<file path="config.mk">
export PLATFORM = sky130hd
export DESIGN_NAME = wb_master_bridge_flat
export DESIGN_NICKNAME = d
export VERILOG_FILES = /design/src/rtl/wb_master_bridge_if.sv /design/src/rtl/wb_master_bridge.sv /design/src/flat_wrapper.sv
export SDC_FILE = /design/constraint.sdc
export NUM_CORES = 1
export LEC_CHECK = 0
export CELL_PAD_IN_SITES_DETAIL_PLACEMENT = 0
export CELL_PAD_IN_SITES_GLOBAL_PLACEMENT = 1
export CORE_ASPECT_RATIO = 1.75
export CORE_MARGIN = 4
export CORE_UTILIZATION = 28
export DETAILED_ROUTE_END_ITERATION = 7
export PLACE_DENSITY = 0.9
export RECOVER_POWER = 25
export SYNTH_ARGS = -nofsm -noshare
export SYNTH_HDL_FRONTEND = slang
export SYNTH_SLANG_ARGS = --single-unit
export TNS_END_PERCENT = 50
</file>
<file path="constraint.sdc">
create_clock -name wb_clk_i -period 1.76 [get_ports wb_clk_i]
set_input_delay 0.176 -clock wb_clk_i [delete_from_list [all_inputs] [get_ports wb_clk_i]]
set_output_delay 0.176 -clock wb_clk_i [all_outputs]
set_load 0.005 [all_outputs]
</file>
<file path="src/rtl/wb_master_bridge_if.sv">
// Command/response handshake plus Wishbone classic bus bundle for wb_master_bridge.
// The "master" modport is the bridge side; "slave" is the environment (command source + Wishbone slave).
interface wb_master_bridge_if #(
    parameter int AW = 32,
    parameter int DW = 32
) ();
    // Command port
    logic            cmd_valid_i;
    logic            cmd_ready_o;
    logic            cmd_we_i;
    logic [DW/8-1:0] cmd_sel_i;
    logic [AW-1:0]   cmd_adr_i;
    logic [DW-1:0]   cmd_dat_i;

    // Response port
    logic            rsp_valid_o;
    logic            rsp_ready_i;
    logic [DW-1:0]   rsp_dat_o;
    logic            rsp_err_o;

    // Wishbone classic initiator bus
    logic            wbm_cyc_o;
    logic            wbm_stb_o;
    logic            wbm_we_o;
    logic [DW/8-1:0] wbm_sel_o;
    logic [AW-1:0]   wbm_adr_o;
    logic [DW-1:0]   wbm_dat_o;
    logic [DW-1:0]   wbm_dat_i;
    logic            wbm_ack_i;

    modport master (
        input  cmd_valid_i, cmd_we_i, cmd_sel_i, cmd_adr_i, cmd_dat_i,
        output cmd_ready_o,
        output rsp_valid_o, rsp_dat_o, rsp_err_o,
        input  rsp_ready_i,
        output wbm_cyc_o, wbm_stb_o, wbm_we_o, wbm_sel_o, wbm_adr_o, wbm_dat_o,
        input  wbm_dat_i, wbm_ack_i
    );

    modport slave (
        output cmd_valid_i, cmd_we_i, cmd_sel_i, cmd_adr_i, cmd_dat_i,
        input  cmd_ready_o,
        input  rsp_valid_o, rsp_dat_o, rsp_err_o,
        output rsp_ready_i,
        input  wbm_cyc_o, wbm_stb_o, wbm_we_o, wbm_sel_o, wbm_adr_o, wbm_dat_o,
        output wbm_dat_i, wbm_ack_i
    );
endinterface

</file>
<file path="src/rtl/wb_master_bridge.sv">
// Wishbone classic initiator: one valid/ready command becomes one read or write cycle,
// answered on a valid/ready response port with read data or a timeout error.
module wb_master_bridge #(
    parameter int AW      = 32,
    parameter int DW      = 32,
    parameter int TIMEOUT = 255,
    parameter int TO_W    = 8
) (
    input  logic               wb_clk_i,
    input  logic               wb_rst_ni,
    wb_master_bridge_if.master bus
);

    typedef enum logic [1:0] {
        IDLE = 2'd0,
        BUS  = 2'd1,
        RESP = 2'd2
    } state_t;

    localparam logic [TO_W-1:0] TO_LAST = TO_W'(TIMEOUT - 1);

    state_t          state_q, state_d;
    logic [TO_W-1:0] cnt_q, cnt_d;

    // Every output is a flop; the *_d signals are their next values.
    logic            cmd_ready_q, cmd_ready_d;
    logic            rsp_valid_q, rsp_valid_d;
    logic [DW-1:0]   rsp_dat_q,   rsp_dat_d;
    logic            rsp_err_q,   rsp_err_d;
    logic            cyc_q,       cyc_d;
    logic            we_q,        we_d;
    logic [DW/8-1:0] sel_q,       sel_d;
    logic [AW-1:0]   adr_q,       adr_d;
    logic [DW-1:0]   dat_q,       dat_d;

    always_comb begin
        // NOTE: every signal gets its hold value first so no path through the case leaves it unassigned (no latches).
        state_d     = state_q;
        cnt_d       = cnt_q;
        cmd_ready_d = cmd_ready_q;
        rsp_valid_d = rsp_valid_q;
        rsp_dat_d   = rsp_dat_q;
        rsp_err_d   = rsp_err_q;
        cyc_d       = cyc_q;
        we_d        = we_q;
        sel_d       = sel_q;
        adr_d       = adr_q;
        dat_d       = dat_q;

        unique case (state_q)
            IDLE: begin
                if (bus.cmd_valid_i) begin
                    state_d     = BUS;
                    cnt_d       = '0;
                    cmd_ready_d = 1'b0;
                    cyc_d       = 1'b1;
                    we_d        = bus.cmd_we_i;
                    sel_d       = bus.cmd_sel_i;
                    adr_d       = bus.cmd_adr_i;
                    dat_d       = bus.cmd_dat_i;
                end
            end

            BUS: begin
                // ACK is checked before the timeout so a last-cycle ACK still completes cleanly.
                if (bus.wbm_ack_i) begin
                    state_d     = RESP;
                    cyc_d       = 1'b0;
                    rsp_valid_d = 1'b1;
                    rsp_err_d   = 1'b0;
                    rsp_dat_d   = we_q ? '0 : bus.wbm_dat_i;
                end else if (cnt_q == TO_LAST) begin
                    state_d     = RESP;
                    cyc_d       = 1'b0;
                    rsp_valid_d = 1'b1;
                    rsp_err_d   = 1'b1;
                    rsp_dat_d   = '0;
                end else begin
                    cnt_d = cnt_q + 1'b1;
                end
            end

            RESP: begin
                if (bus.rsp_ready_i) begin
                    state_d     = IDLE;
                    rsp_valid_d = 1'b0;
                    cmd_ready_d = 1'b1;
                end
            end

            default: begin
                state_d     = IDLE;
                cyc_d       = 1'b0;
                rsp_valid_d = 1'b0;
                cmd_ready_d = 1'b1;
            end
        endcase
    end

    always_ff @(posedge wb_clk_i) begin
        // NOTE: reset is synchronous, so it sits inside the clocked branch and all state uses non-blocking assignments.
        if (!wb_rst_ni) begin
            state_q     <= IDLE;
            cnt_q       <= '0;
            cmd_ready_q <= 1'b1;
            rsp_valid_q <= 1'b0;
            rsp_dat_q   <= '0;
            rsp_err_q   <= 1'b0;
            cyc_q       <= 1'b0;
            we_q        <= 1'b0;
            sel_q       <= '0;
            adr_q       <= '0;
            dat_q       <= '0;
        end else begin
            state_q     <= state_d;
            cnt_q       <= cnt_d;
            cmd_ready_q <= cmd_ready_d;
            rsp_valid_q <= rsp_valid_d;
            rsp_dat_q   <= rsp_dat_d;
            rsp_err_q   <= rsp_err_d;
            cyc_q       <= cyc_d;
            we_q        <= we_d;
            sel_q       <= sel_d;
            adr_q       <= adr_d;
            dat_q       <= dat_d;
        end
    end

    // Classic single cycles: STB always tracks CYC.
    assign bus.cmd_ready_o = cmd_ready_q;
    assign bus.rsp_valid_o = rsp_valid_q;
    assign bus.rsp_dat_o   = rsp_dat_q;
    assign bus.rsp_err_o   = rsp_err_q;
    assign bus.wbm_cyc_o   = cyc_q;
    assign bus.wbm_stb_o   = cyc_q;
    assign bus.wbm_we_o    = we_q;
    assign bus.wbm_sel_o   = sel_q;
    assign bus.wbm_adr_o   = adr_q;
    assign bus.wbm_dat_o   = dat_q;

endmodule
</file>
<file path="src/flat_wrapper.sv">
// flat-port wrapper written by rule: the top's interface ports become plain ports
module wb_master_bridge_flat 
#(
    parameter int AW      = 32,
    parameter int DW      = 32,
    parameter int TIMEOUT = 255,
    parameter int TO_W    = 8
)
  (wb_clk_i, wb_rst_ni, bus_cmd_valid_i, bus_cmd_we_i, bus_cmd_sel_i, bus_cmd_adr_i, bus_cmd_dat_i, bus_cmd_ready_o, bus_rsp_valid_o, bus_rsp_dat_o, bus_rsp_err_o, bus_rsp_ready_i, bus_wbm_cyc_o, bus_wbm_stb_o, bus_wbm_we_o, bus_wbm_sel_o, bus_wbm_adr_o, bus_wbm_dat_o, bus_wbm_dat_i, bus_wbm_ack_i);
  wb_master_bridge_if #(.AW(AW), .DW(DW)) bus_i ();
  input  logic wb_clk_i;
  input  logic wb_rst_ni;
  input wire logic [$bits(bus_i.cmd_valid_i)-1:0] bus_cmd_valid_i;
  input wire logic [$bits(bus_i.cmd_we_i)-1:0] bus_cmd_we_i;
  input wire logic [$bits(bus_i.cmd_sel_i)-1:0] bus_cmd_sel_i;
  input wire logic [$bits(bus_i.cmd_adr_i)-1:0] bus_cmd_adr_i;
  input wire logic [$bits(bus_i.cmd_dat_i)-1:0] bus_cmd_dat_i;
  output wire logic [$bits(bus_i.cmd_ready_o)-1:0] bus_cmd_ready_o;
  output wire logic [$bits(bus_i.rsp_valid_o)-1:0] bus_rsp_valid_o;
  output wire logic [$bits(bus_i.rsp_dat_o)-1:0] bus_rsp_dat_o;
  output wire logic [$bits(bus_i.rsp_err_o)-1:0] bus_rsp_err_o;
  input wire logic [$bits(bus_i.rsp_ready_i)-1:0] bus_rsp_ready_i;
  output wire logic [$bits(bus_i.wbm_cyc_o)-1:0] bus_wbm_cyc_o;
  output wire logic [$bits(bus_i.wbm_stb_o)-1:0] bus_wbm_stb_o;
  output wire logic [$bits(bus_i.wbm_we_o)-1:0] bus_wbm_we_o;
  output wire logic [$bits(bus_i.wbm_sel_o)-1:0] bus_wbm_sel_o;
  output wire logic [$bits(bus_i.wbm_adr_o)-1:0] bus_wbm_adr_o;
  output wire logic [$bits(bus_i.wbm_dat_o)-1:0] bus_wbm_dat_o;
  input wire logic [$bits(bus_i.wbm_dat_i)-1:0] bus_wbm_dat_i;
  input wire logic [$bits(bus_i.wbm_ack_i)-1:0] bus_wbm_ack_i;
  assign bus_i.cmd_valid_i = bus_cmd_valid_i;
  assign bus_i.cmd_we_i = bus_cmd_we_i;
  assign bus_i.cmd_sel_i = bus_cmd_sel_i;
  assign bus_i.cmd_adr_i = bus_cmd_adr_i;
  assign bus_i.cmd_dat_i = bus_cmd_dat_i;
  assign bus_cmd_ready_o = bus_i.cmd_ready_o;
  assign bus_rsp_valid_o = bus_i.rsp_valid_o;
  assign bus_rsp_dat_o = bus_i.rsp_dat_o;
  assign bus_rsp_err_o = bus_i.rsp_err_o;
  assign bus_i.rsp_ready_i = bus_rsp_ready_i;
  assign bus_wbm_cyc_o = bus_i.wbm_cyc_o;
  assign bus_wbm_stb_o = bus_i.wbm_stb_o;
  assign bus_wbm_we_o = bus_i.wbm_we_o;
  assign bus_wbm_sel_o = bus_i.wbm_sel_o;
  assign bus_wbm_adr_o = bus_i.wbm_adr_o;
  assign bus_wbm_dat_o = bus_i.wbm_dat_o;
  assign bus_i.wbm_dat_i = bus_wbm_dat_i;
  assign bus_i.wbm_ack_i = bus_wbm_ack_i;
  wb_master_bridge #(.AW(AW), .DW(DW), .TIMEOUT(TIMEOUT), .TO_W(TO_W)) u_core (.wb_clk_i(wb_clk_i), .wb_rst_ni(wb_rst_ni), .bus(bus_i));
endmodule
</file>
==> results of run 1 <==
[repair_timing]
item	4_1_cts	5_1_grt
buffers inserted	0	0
pin swaps	2	4
endpoints found under the setup margin	32	40
resized for setup	4	7
[cell usage after synthesis, types with 2 or more instances]
| cell | instances |
|---|---|
| dfxtp_1 | 115 |
| clkbuf_1 | 32 |
| nor2b_1 | 2 |
| o21ai_1 | 8 |
| o32ai_1 | 2 |
| nand2b_1 | 4 |
| a22o_1 | 10 |
| a211oi_1 | 4 |
| or4_1 | 2 |
| o31ai_1 | 3 |
| nor2_1 | 7 |
| o21ai_0 | 17 |
| inv_1 | 2 |
| nor3_2 | 2 |
| buf_2 | 3 |
| nand2_1 | 170 |
| and4_1 | 2 |
| nand3_1 | 4 |
| ha_1 | 2 |
| a21oi_1 | 75 |
| nand4_1 | 23 |
| o311ai_1 | 2 |
| buf_1 | 2 |
| a21o_1 | 2 |
[cell type report]
cell class,instances,share of cell area (%)
Timing Repair Buffer,243,32.8
Clock inverter,9,1.76
Clock buffer,21,6.55
Inverter,3,0.154
Tap cell,180,3.07
Sequential cell,115,31.4
Multi-Input combinational cell,352,24.3
[metrics by stage]
step	setup slack [ns]	setup TNS, ns	cell area, sq um	cells
2_1_floorplan	0.150	0	4190	508
3_3_place_gp	-0.290	-6.35	6700	893
3_5_place_dp	-0.447	-9.22	6700	893
4_1_cts	-0.0690	-0.405	7330	923
5_1_grt	-0.0253	-0.0672	7330	923
6_report	0.0584	0	7330	923
[path summary, 6_finish.rpt]
| kind | endpoint | depth (start not counted) | startpoint |
|---|---|---|---|
| worst max-delay path | u_core.bus.rsp_dat_o[17] | 7 | u_core.cnt_q[0] |
| worst min-delay path | u_core.bus.wbm_dat_o[11] | 3 | bus_cmd_dat_i[11] |
| worst max register to register | u_core.bus.rsp_dat_o[17] | 7 | u_core.cnt_q[0] |
| worst min register to register | u_core.bus.wbm_dat_o[4] | 2 | u_core.bus.wbm_dat_o[4] |
[worst reg2reg max path: stages, from the launching register on]
cell and delay [ns]:
dfxtp_1 0.33, inv_1 0.05, ha_1 0.21, and4_4 0.21, buf_4 0.13, a21o_4 0.24
a21oi_4 0.28, a22o_1 0.20
[cell families after synthesis]
group / Yosys count
flops: 115
fa+ha+maj: 2
compound gates: 128
simple gates: 222
buf+inv: 41
[sequential cells by signal (all words and copies together) (netlist names), 2 cells and up]
name and flops:
u_core.cnt_q 8, u_core.state_q 2, u_core.bus.wbm_sel_o 4, u_core.bus.wbm_dat_o 32, u_core.bus.rsp_dat_o 32, u_core.bus.wbm_adr_o 32
[routing by layer]
layer / GRT usage, % / wire, um / up-vias
met5: 0 / 0 / -
met3: 5.02 / 961 / 28
li1: - / - / 2178
met2: 29.7 / 7430 / 162
met1: 16.5 / 5200 / 1999
met4: 6.69 / 359 / 0
[power breakdown]
part           total [mW]  leakage, nW  switching, mW  internal (mW)
combinational       0.961         1.62          0.408          0.553
sequential           2.81        0.939         0.0695           2.74
clock                3.50        0.297           1.15           2.35
total                7.27         2.85           1.62           5.65
==> results.md, run 1 <==
* Routability Congestion at 0.803
* Hold Fails Final Rpt at 0
* Mux cell area share after synthesis at 0%
* Hold-fix buffer count after cts at 0
* Most frequent cells in the layout: 170 x nand2_1, 165 x clkdlybuf4s50_1, 115 x dfxtp_1, 74 x a21oi_1, 46 x dlygate4sd3_1
* Tot Pwr at 7.27 mW
* Antenna violations before repair at 0
* Dpl hpwl at 10400 um
* Largest net degree at the start of global routing at 50
* Synth Area in Compound Gates at 17.5%
* Main combinational cell family by area after synthesis: simple AND/OR/NAND/NOR gates
* Critical path type: register to register
* Startpoint types: register
* Clock Skew at 0.00637 ns
* Clk root buf: clkbuf_16
* Clock slew at reported path FFs at 0.05 ns
* PwrDens at 991 nW/um^2
* Post-DR wirelength/cell at 15.1 um
* Tot GR Track Use at 16.1%
* Final Max Tran Viols at 0
* Die area at 17100 sq um
* CTS Buf Count at 17
* Via/cell ratio at 4.73
* CP Max Fanout at 10
* Num rows at 58
* Via Count at 4367
* Mapped Cells at 508
* CP top delay family: compound AO/OA/AOI/OAI gates
* Synth area leaders: dfxtp_1 55%, nand2_1 15%, a21oi_1 9.0%
* DRT Wirelength at 14000 um
* Residual DRC at 0
* Htree depth at 4
* Xor and xnor area share after synthesis at 0%
* VDD IR max at 0.000557 V
* Post-Syn Area at 4190 sq um
* Routed Antenna Nets at 0
* R2R setup slack at 0.06 ns
* Diodes inserted at 0
* Post-synth top area cell: dfxtp_1
* Post-synth EDFFs at 0
* Synth Area in Adders at 0.598%
* Final min period at 1.70 ns
* Clock Path Buffers at 2
* Area Growth Syn to Fin at 75.1%
* Register Area at 2300 sq um
* Area of the multi-input gates at 1780 sq um
* Max-Cap Viols at 0
* Critical Path Slowest Stage Cell: dfxtp_1
* Ys async rst share at 0%
* Fillers at 1385
* Final net count at 840
* Hold WS at 0.324 ns
* I/O Buffers at 211
* Worst min-delay path class: input port to register
* Crit path buf inv count at 2
* Post-synthesis sequential area ratio at 55.0%
* Synth Warn # at 0
* Crit-path cells: inv_1 -> ha_1 -> and4_4 -> buf_4 -> a21o_4 -> a21oi_4 -> a22o_1
* First-pass GRT wire length at 21800 um
* Final period util at 96.7%
* Initial core utilization at 28.9%
* Worst Setup End Kind: register
* Max Fclk at 0.588 GHz
* Share of cells above drive strength 1 at 10.4%
* Top Ports at 212
* Die Span Y at 170 um
* Synth top area share at 55.0%
* Mapped Nets at 616
* Initial drt markers at 116
* Vias in the first global route at 4444
* Slew Limit Headroom at 62.3%
* Core ar. at 14500 sq um
* Library cells used by synthesis at 37
* Simple-gate portion of the synthesized area at 23.0%
* DIE WIDTH at 100 um
* Outcome: finished clean
* Leak at 2.85 nW
* Commonest non-fill, non-tap cell in the layout: nand2_1
* Arr. time, crit path at 2.04 ns
* Slowest stage delay, CP at 0.33 ns
* CP required at 2.10 ns
* Slew @ Worst Pin at 0.566 ns
* Yosys reg bits at 115
* Clock Latency Late Sink at 0.40 ns
* Utilization after layout at 50.5%
* Final setup fails at 0
* Clock net sink count at 115
* Mapped Avg Cell Area at 8.24 sq um
* Top FF cell, synth: dfxtp_1
* Drt pass-1 iters at 4
* CTS tree: done
* Total gr overflow at 0
* Setup repair after global routing missed its margin: true
Note: power is estimated with default switching activity, not from simulation.
==> run 2, diff against run 1 <==
HOLD_SLACK_MARGIN = 0.06   (was default)
==> results of run 2 <==
Same layout as run 1: the final DEF is identical, and so are final timing and power.
==> run 3, diff against run 2 <==
SLEW_MARGIN = 20   (was default)
clock period = 1.9 ns   (was 1.76 ns; I/O delays follow)
==> results.md, run 3 (synthesized netlist as in run 1, its figures left out) <==
* Outcome: finished clean
* Tot Pwr at 6.70 mW (-7.8%)
* Core ar. at 14500 sq um (unchanged)
* Critical R2R Launch: u_core.cnt_q[0]
* Num rows at 58 (unchanged)
* Worst R2R End: u_core.bus.rsp_dat_o[24]
* VDD IR max at 0.000516 V (-7.3%)
* Die area at 17100 sq um (unchanged)
* Commonest non-fill, non-tap cell in the layout: nand2_1
* Worst min-delay path class: input port to register
* Int Power at 5.21 mW (-7.7%)
* Leak at 2.85 nW (about the same)
* DIE WIDTH at 100 um (unchanged)
* I/O Buffers at 211 (unchanged)
* Final min period at 1.78 ns (+0.0757 ns)
* DRT Wirelength at 14100 um (+0.87%)
* Clock Skew at 0.0102 ns (+0.00385 ns)
* Arr. time, crit path at 2.04 ns (about the same)
* Via Count at 4385 (+0.41%)
* Hold WS at 0.331 ns (+0.00718 ns)
* Max Fclk at 0.563 GHz (-4.3%)
* Worst Setup End Kind: register
* Worst Hold Depth at 3 (unchanged)
* PwrDens at 921 nW/um^2 (-7.0%)
* Initial drt markers at 181 (+56%)
* CP Max Fanout at 22 (+12)
* Critical path type: register to register
* Hold Fails Final Rpt at 0 (unchanged)
* Diodes inserted at 0 (unchanged)
* Largest net degree at the start of global routing at 50 (unchanged)
* Dpl hpwl at 10600 um (+2.1%)
* Clock net sink count at 115 (unchanged)
* Slew @ Worst Pin at 0.464 ns (-0.102 ns)
* Sw Share at 22.3% (-0.064 points)
* Area of the multi-input gates at 1770 sq um (-0.77%)
* Final Max Tran Viols at 0 (unchanged)
* Tot GR Track Use at 16.2% (+0.073 points)
* Combinational share of power at 13.0% (-0.2 points)
* Clock Path Buffers at 2 (unchanged)
* CTS tree: done
* Crit path buf inv count at 3 (+1)
* Share of cells above drive strength 1 at 9.58% (-0.78 points)
* Post-Place Cells at 891 (-0.22%)
* Via/cell ratio at 4.76 (+0.63%)
* Die Span Y at 170 um (unchanged)
* Clk root buf: clkbuf_16
* Crit-path cells: inv_1 -> ha_1 -> and4_1 -> buf_4 -> a21o_1 -> buf_4 -> nand4_1 -> o21ai_0
* Vias in the first global route at 4487 (+0.97%)
* Setup Slack @ Placement at -0.375 ns (+0.0713 ns)
* Final setup fails at 0 (unchanged)
* Hold_sp: bus_cmd_dat_i[27]
* Hold-fix buffer count after cts at 0 (unchanged)
* Area Growth Syn to Fin at 73.7%
* Final period util at 93.5% (-3.1 points)
* Htree depth at 4 (unchanged)
* Final WS setup at 0.123 ns (+0.0643 ns)
* Post-DR wirelength/cell at 15.3 um (+1.1%)
* Initial core utilization at 28.9% (unchanged)
* FF-to-FF path depth at 8 (+1)
* Most frequent cells in the layout: 170 x nand2_1, 157 x clkdlybuf4s50_1, 115 x dfxtp_1, 74 x a21oi_1, 54 x dlygate4sd3_1
* CTS Buf Count at 17 (unchanged)
* Drt pass-1 iters at 4 (unchanged)
* CP top delay family: buffers and inverters
* Post-route insts no fill at 921 (-0.22%)
* Slew Limit Headroom at 68.9% (+6.7 points)
* Setup repair after global routing missed its margin: false
* Residual DRC at 0 (unchanged)
* Antenna violations before repair at 0 (unchanged)
* First-pass GRT wire length at 21800 um (about the same)
* Psw at 1.49 mW (-8.0%)
* R2R setup slack at 0.12 ns (+0.06 ns)
* Top Ports at 212 (unchanged)
* Final net count at 838 (-0.24%)
* Slowest stage delay, CP at 0.33 ns (about the same)
* Critical Path Slowest Stage Cell: dfxtp_1
* Share of power burned in registers at 38.8% (+0.2 points)
* Routability Congestion at 0.768 (-4.4%)
* Fillers at 1349 (-2.6%)
* CP dominant cell by count: buf_4
* Max-Cap Viols at 0 (unchanged)
* Clock Latency Late Sink at 0.40 ns (about the same)
* Hold Path Sink: u_core.bus.wbm_dat_o[27]
* Startpoint types: register
* Register Area at 2300 sq um (unchanged)
* Utilization after layout at 50.1% (-0.41 points)
* Postcts setup bufs at 0 (unchanged)
* Clock share of power at 48.2% (about the same)
* Routed Antenna Nets at 0 (unchanged)
* Clock slew at reported path FFs at 0.06 ns (about the same)
* CP required at 2.16 ns (+0.06 ns)
* Total gr overflow at 0 (unchanged)
## run 3: power groups by stage
stage	Clock, mW	Combinational (mW)	Sequential (mW)
2_1_floorplan	0	0.297	2.66
3_3_place_gp	0	0.877	2.65
3_5_place_dp	0	0.898	2.65
4_1_cts	3.32	0.903	2.60
5_1_grt	3.43	0.948	2.62
6_report	3.23	0.871	2.60
## run 3: layer usage
layer | vias to the layer above | part of all wire (%) | GRT usage (%)
li1 | 2177 | - | -
met1 | 2028 | 36 | 15.7
met2 | 157 | 55 | 30.5
met3 | 23 | 6.9 | 5.18
met4 | 0 | 2.2 | 7.04
met5 | - | 0 | 0
## run 3: worst max path at each step
stage,end,depth (start not counted),slack [ns],start
after CTS,u_core.bus.rsp_dat_o[19],7,0.02,u_core.cnt_q[0]
final,u_core.bus.rsp_dat_o[24],8,0.12,u_core.cnt_q[0]
after detailed placement,u_core.bus.rsp_dat_o[24],6,-0.38,u_core.cnt_q[0]
after global placement,u_core.bus.rsp_dat_o[22],6,-0.18,u_core.cnt_q[0]
after floorplan,u_core.bus.rsp_dat_o[10],6,0.29,u_core.cnt_q[0]
after global routing,u_core.bus.rsp_dat_o[24],8,0.003,u_core.cnt_q[0]
## run 3: what timing repair did
item | 4_1_cts | 5_1_grt
cloned | 0 | 0
endpoints found under the hold margin | 0 | 0
setup endpoints to repair | 22 | 36
gates resized for setup | 1 | 6
## run 3: through the flow
step / TNS [ns] / area, sq um
floorplan: 0 / 4190
global placement: -3.42 / 6640
detailed placement: -6.61 / 6640
CTS: 0 / 7250
global route: 0 / 7280
finish: 0 / 7280
## run 3: cell type report
type,instances,share of cell area (%)
multi-input cells,352,24.3
clock buffers,21,6.60
repair buffers,241,32.4
well taps,180,3.10
clock inverters,9,1.77
inverters,3,0.155
flip-flops and latches,115,31.6
## run 3: worst reg2reg max path: cells and delay by family (launching register included)
family	cells	cell delay (ns)
adder cells (fa/ha/maj)	1	0.20
AO/OA/AOI/OAI	2	0.33
AND/OR/NAND/NOR	2	0.36
flip-flops	1	0.33
buffers and inverters	3	0.42
